**src/rtl/register_file_32x32.sv**
```systemverilog
// 32x32 MIPS register file: one-hot write port from the decoder, two combinational read ports with write bypass.
// Latency: reads 0 cycles, writes commit on the rising edge; no backpressure, every legal write is accepted.
module register_file_32x32 #(
  parameter int DATA_W = 32,
  parameter int CNT_W  = 16
) (
  input  logic              clk,
  input  logic              reset,
  input  logic [31:0]       E,
  input  logic [DATA_W-1:0] PW,
  input  logic [4:0]        SA,
  input  logic [4:0]        SB,
  output logic [DATA_W-1:0] PA,
  output logic [DATA_W-1:0] PB,
  output logic              onehot_err,
  output logic [CNT_W-1:0]  wr_count
);

  logic [DATA_W-1:0] regs [0:31];
  logic              e_onehot;
  logic              e_multi;
  logic [4:0]        wr_idx;

  // E & (E-1) clears the lowest set bit; anything left means two or more bits were set.
  assign e_multi  = (E & (E - 32'd1)) != 32'd0;
  assign e_onehot = (E != 32'd0) && !e_multi;

  always_comb begin
    wr_idx = 5'd0;
    for (int i = 0; i < 32; i++) begin
      if (E[i]) wr_idx = 5'(i);
    end
  end

  always_ff @(posedge clk or posedge reset) begin
    if (reset) begin
      for (int i = 0; i < 32; i++) regs[i] <= '0;
      onehot_err <= 1'b0;
      wr_count   <= '0;
    end else begin
      if (e_onehot) begin
        // A write to $zero is a legal issue: it counts but leaves the register alone.
        if (wr_idx != 5'd0) regs[wr_idx] <= PW;
        if (wr_count != {CNT_W{1'b1}}) wr_count <= wr_count + 1'b1;
      end else if (e_multi) begin
        onehot_err <= 1'b1;
      end
    end
  end

  always_comb begin
    PA = regs[SA];
    if (SA == 5'd0) PA = '0;
    else if (e_onehot && wr_idx == SA) PA = PW;
  end

  always_comb begin
    PB = regs[SB];
    if (SB == 5'd0) PB = '0;
    else if (e_onehot && wr_idx == SB) PB = PW;
  end

endmodule

```
**config.mk**
```make
export PLATFORM = sky130hd
export DESIGN_NAME = register_file_32x32
export DESIGN_NICKNAME = d
export VERILOG_FILES = /design/src/rtl/register_file_32x32.sv
export SDC_FILE = /design/constraint.sdc
export NUM_CORES = 2
export LEC_CHECK = 0
export ABC_CLOCK_PERIOD_IN_PS = 55500
export CORE_UTILIZATION = 30
export DETAILED_ROUTE_END_ITERATION = 8
export GPL_TIMING_DRIVEN = 1
export HOLD_SLACK_MARGIN = 0.15
export SETUP_SLACK_MARGIN = 0.4
export SYNTH_ARGS = -nofsm -noshare
export SYNTH_HDL_FRONTEND = slang
export SYNTH_SLANG_ARGS = --single-unit
export TNS_END_PERCENT = 100
```
**constraint.sdc**
```tcl
create_clock -name clk -period 55.5 [get_ports clk]
set_clock_uncertainty 0.2 [all_clocks]
set_input_delay 11.1 -clock clk [delete_from_list [all_inputs] [get_ports clk]]
set_output_delay 11.1 -clock clk [all_outputs]
set_load 0.05 [all_outputs]
```
==> out/metrics.csv <==
stage;metric;value;unit
route;routed_wl;177000;um
synth;synth_top_area_cell;dfrtp_1;
synth;yosysUniqueCellTypes;72;
worst_hold_path;hold_path_class;flop to flop;
place;dp_hpwl;98300;um
worst_setup_path;critPathLaunchType;input port;
synth;async_flop_share;100;%
route;drtAntennaViolNets;0;
synth;synth_edf_count;0;
cts;ctsHoldBuffers;0;
cells_and_area;regArea;0.0261;mm2
route;remaining_drc_errors;0;
synth;ys_ff_latch;1041;
place;port_buffers;156;
worst_setup_path;cpPeakStageDelay;0.83;ns
cells_and_area;synthToLayoutAreaGrowth;13.0;%
timing;drv_slew;0;
synth;ys_seq_area_share;45.4;%
global_route;overflow;0;
worst_setup_path;cp-end-kind;primary output;
global_route;track_usage;18.4;%
route;drt-wirelength-per-cell;28.9;um
floorplanning;fp.dieH;439;um
cts;cts_sinks;1041;
cts;cts_tree;yes;
worst_setup_path;crit_chain;clkdlybuf4s50_1, or4_1, nor4b_2, a41oi_1, a221oi_2, and4_1, nand3_4, buf_4, or3_2, buf_4, mux2i_1, clkdlybuf4s50_1;
timing;setup_viol;0;
cells_and_area;diodes;0;
synth;synth.avg_cell_area;16.0;um2
floorplanning;core;0.190;mm2
global_route;grt_max_degree;171;
global_route;grt_pass1_vias;36015;
cells_and_area;multi_input_area;0.0296;mm2
cts;clockRootBuffer;clkbuf_16;
cts;path_clk_slew;0.06;ns
route;route.met3.wl;7850;um
worst_setup_path;cp_slowest_cell;clkdlybuf4s50_1;
timing;hold_viol;0;
worst_setup_path;critPathKind;input port to primary output;
floorplanning;initial_core_util;30.2;%
worst_setup_path;arrival;16.81;ns
route;drt-pass1-iter-count;5;
synth;synth_top_area_share;45.4;%
synth;synth_area_leaders;dfrtp_1, mux4_2, mux2_2;
power;ir_worst_vdd;0.0260;mV
cts;clkLatencyLatePin;0.72;ns
cells_and_area;fillerInstances;18174;
worst_setup_path;cpLargestDelayFamily;simple AND/OR/NAND/NOR gates;
route;top_layer;met5;
power;finalPower;1630;uW
worst_setup_path;critPathBufInv;4;
cts;cts_buffers;106;
synth;yosysWarnings;0;
route;viasPerCell;5.58;
floorplanning;ios;157;
job;maxCapViolations;0;
timing;tightest_slew;1.24;ns
cells_and_area;fin_nets;3600;
cells_and_area;final_util;34.1;%
route;vias;34168;
floorplanning;num_rows;160;
place;routabilityCongestion;0.812;
synth;synth_ff_type;dfrtp_1;
synth;netlist_area;0.0574;mm2
timing;rsz0062_at_grt;false;
worst_setup_path;critical_path.max_fanout;65;
route;met2WireLength;89700;um
timing;fin_setup_tns;0;ns
cts;cts_resized;0;
global_route;grt_first_pass_wirelength;260000;um
timing;max_freq;0.0356;GHz
worst_setup_path;worstPathRequired;44.20;ns
floorplanning;die-area;0.193;mm2
cts;htreeDepth;3;
route;drt-met1-wl;72400;um
cells_and_area;drive_above_1_share;52.8;%
synth;syn_inst;3592;
cts;clockBufferDepth;3;
cts;cts_setup_buffers;0;
power;p_per_area;25.1;mW/mm2
timing;min_period;28.11;ns
route;drtIter0Drc;2736;
power;p_leak;0.0295;uW
timing;relSlewSlack;16.9;%
run_status;status;finished clean;
floorplanning;die_x;439;um
timing;timing.final.crit_share;50.7;%
synth;syn-num-nets;3669;
global_route;antenna_found_initial;3;
[stage by stage]
stage	std cells	instance area (um2)	worst slack (ns)	hold slack [ns]
after floorplan	3592	57400	14.90	0.241
after global placement	5926	61200	27.48	0.177
after detailed placement	5926	61200	27.40	0.183
after CTS	6123	64900	27.38	0.197
after global routing	6123	64900	27.03	0.207
final	6123	64900	27.39	0.197
[final cells by class]
type	count	share of cell area, %
multi-input combinational	2119	45.7
sequential	1041	40.2
tap	2511	4.84
clock buffer	151	4.71
timing repair buffer	242	3.55
clock inverter	46	0.960
inverter	13	0.0887
[final timing paths]
| path | from | to | slack (ns) | cells past startpoint |
|---|---|---|---|---|
| max in group asynchronous | reset | regs[175] | 41.35 | 5 |
| worst max-delay path | E[5] | PA[5] | 27.39 | 12 |
| worst min-delay path | regs[1008] | regs[1008] | 0.20 | 0 |
| min in group asynchronous | reset | regs[347] | 10.74 | 2 |
| worst min register to register | regs[1008] | regs[1008] | 0.20 | 0 |
| worst max register to register | wr_count[3] | wr_count[1] | 53.33 | 6 |
[per-layer routing]
layer / vias up / global-route usage, %
li1: 13986 / -
met1: 18953 / 23.6
met2: 950 / 31.7
met3: 277 / 2.18
met4: 2 / 6.97
met5: - / 0
[power by group]
group | total (uW) | internal (uW) | switching (uW) | leakage, uW
clock network | 761 | 436 | 324 | 0.00178
registers | 759 | 759 | 0.00000105 | 0.0145
logic | 110 | 31.7 | 78.8 | 0.0132
[synthesized netlist by cell type (all sizes together) (2+ instances only)]
| master | n |
|---|---|
| o41ai | 47 |
| a31oi | 3 |
| inv | 13 |
| a211oi | 4 |
| mux4 | 622 |
| and3 | 9 |
| nand4 | 13 |
| o211a | 2 |
| nor2 | 48 |
| o21a | 2 |
| xnor2 | 4 |
| o211ai | 3 |
| clkbuf | 241 |
| o22ai | 18 |
| nand2b | 4 |
| a221oi | 2 |
| nor3b | 2 |
| nor4b | 3 |
| or2 | 4 |
| nand3b | 3 |
| dfrtp | 1041 |
| mux2 | 1027 |
| a2111oi | 2 |
| mux2i | 65 |
| o2111ai | 2 |
| nor4 | 21 |
| nor3 | 16 |
| and2 | 2 |
| o21ai | 29 |
| nand3 | 9 |
| a21oi | 60 |
| buf | 178 |
| or4 | 6 |
| xor2 | 19 |
| maj3 | 3 |
| nand2 | 43 |
| nor2b | 4 |
| or3 | 3 |
| o31ai | 2 |
[logic make-up (layout without fill, tap and decap cells)]
group,after synthesis,count (layout),share of synthesized area [%]
adders and majority gates,4,4,0.0763
xor gates and xnor gates,23,23,0.351
and+or+nand+nor,193,193,2.03
AOI/OAI and AO/OA,185,185,2.14
DFF,1041,1041,45.4
buffers and inverters,432,452,3.36
muxes,1714,1714,46.7
[cells in the final DEF, fill, tap and decap left out, drive strengths merged, types with 4 or more instances in the layout]
master / instances
nand2: 43
bufinv: 11
xnor2: 4
xor2: 19
or2: 4
and3: 9
or4: 6
dfrtp: 1041
o41ai: 47
mux2i: 65
buf: 94
a211oi: 4
nand4: 13
nand3: 9
clkinv: 23
o21ai: 29
inv: 16
nor3: 16
mux4: 622
nor4: 21
clkinvlp: 9
clkbuf: 151
nor2: 48
mux2: 1027
nor2b: 4
a21oi: 60
clkdlybuf4s50: 148
o22ai: 18
nand2b: 4
[flip-flops by register name, summed over array words and instances (netlist names)]
register,count
regs,1024
wr_count,16
onehot_err,1
Power figures use the tool's default switching activity.
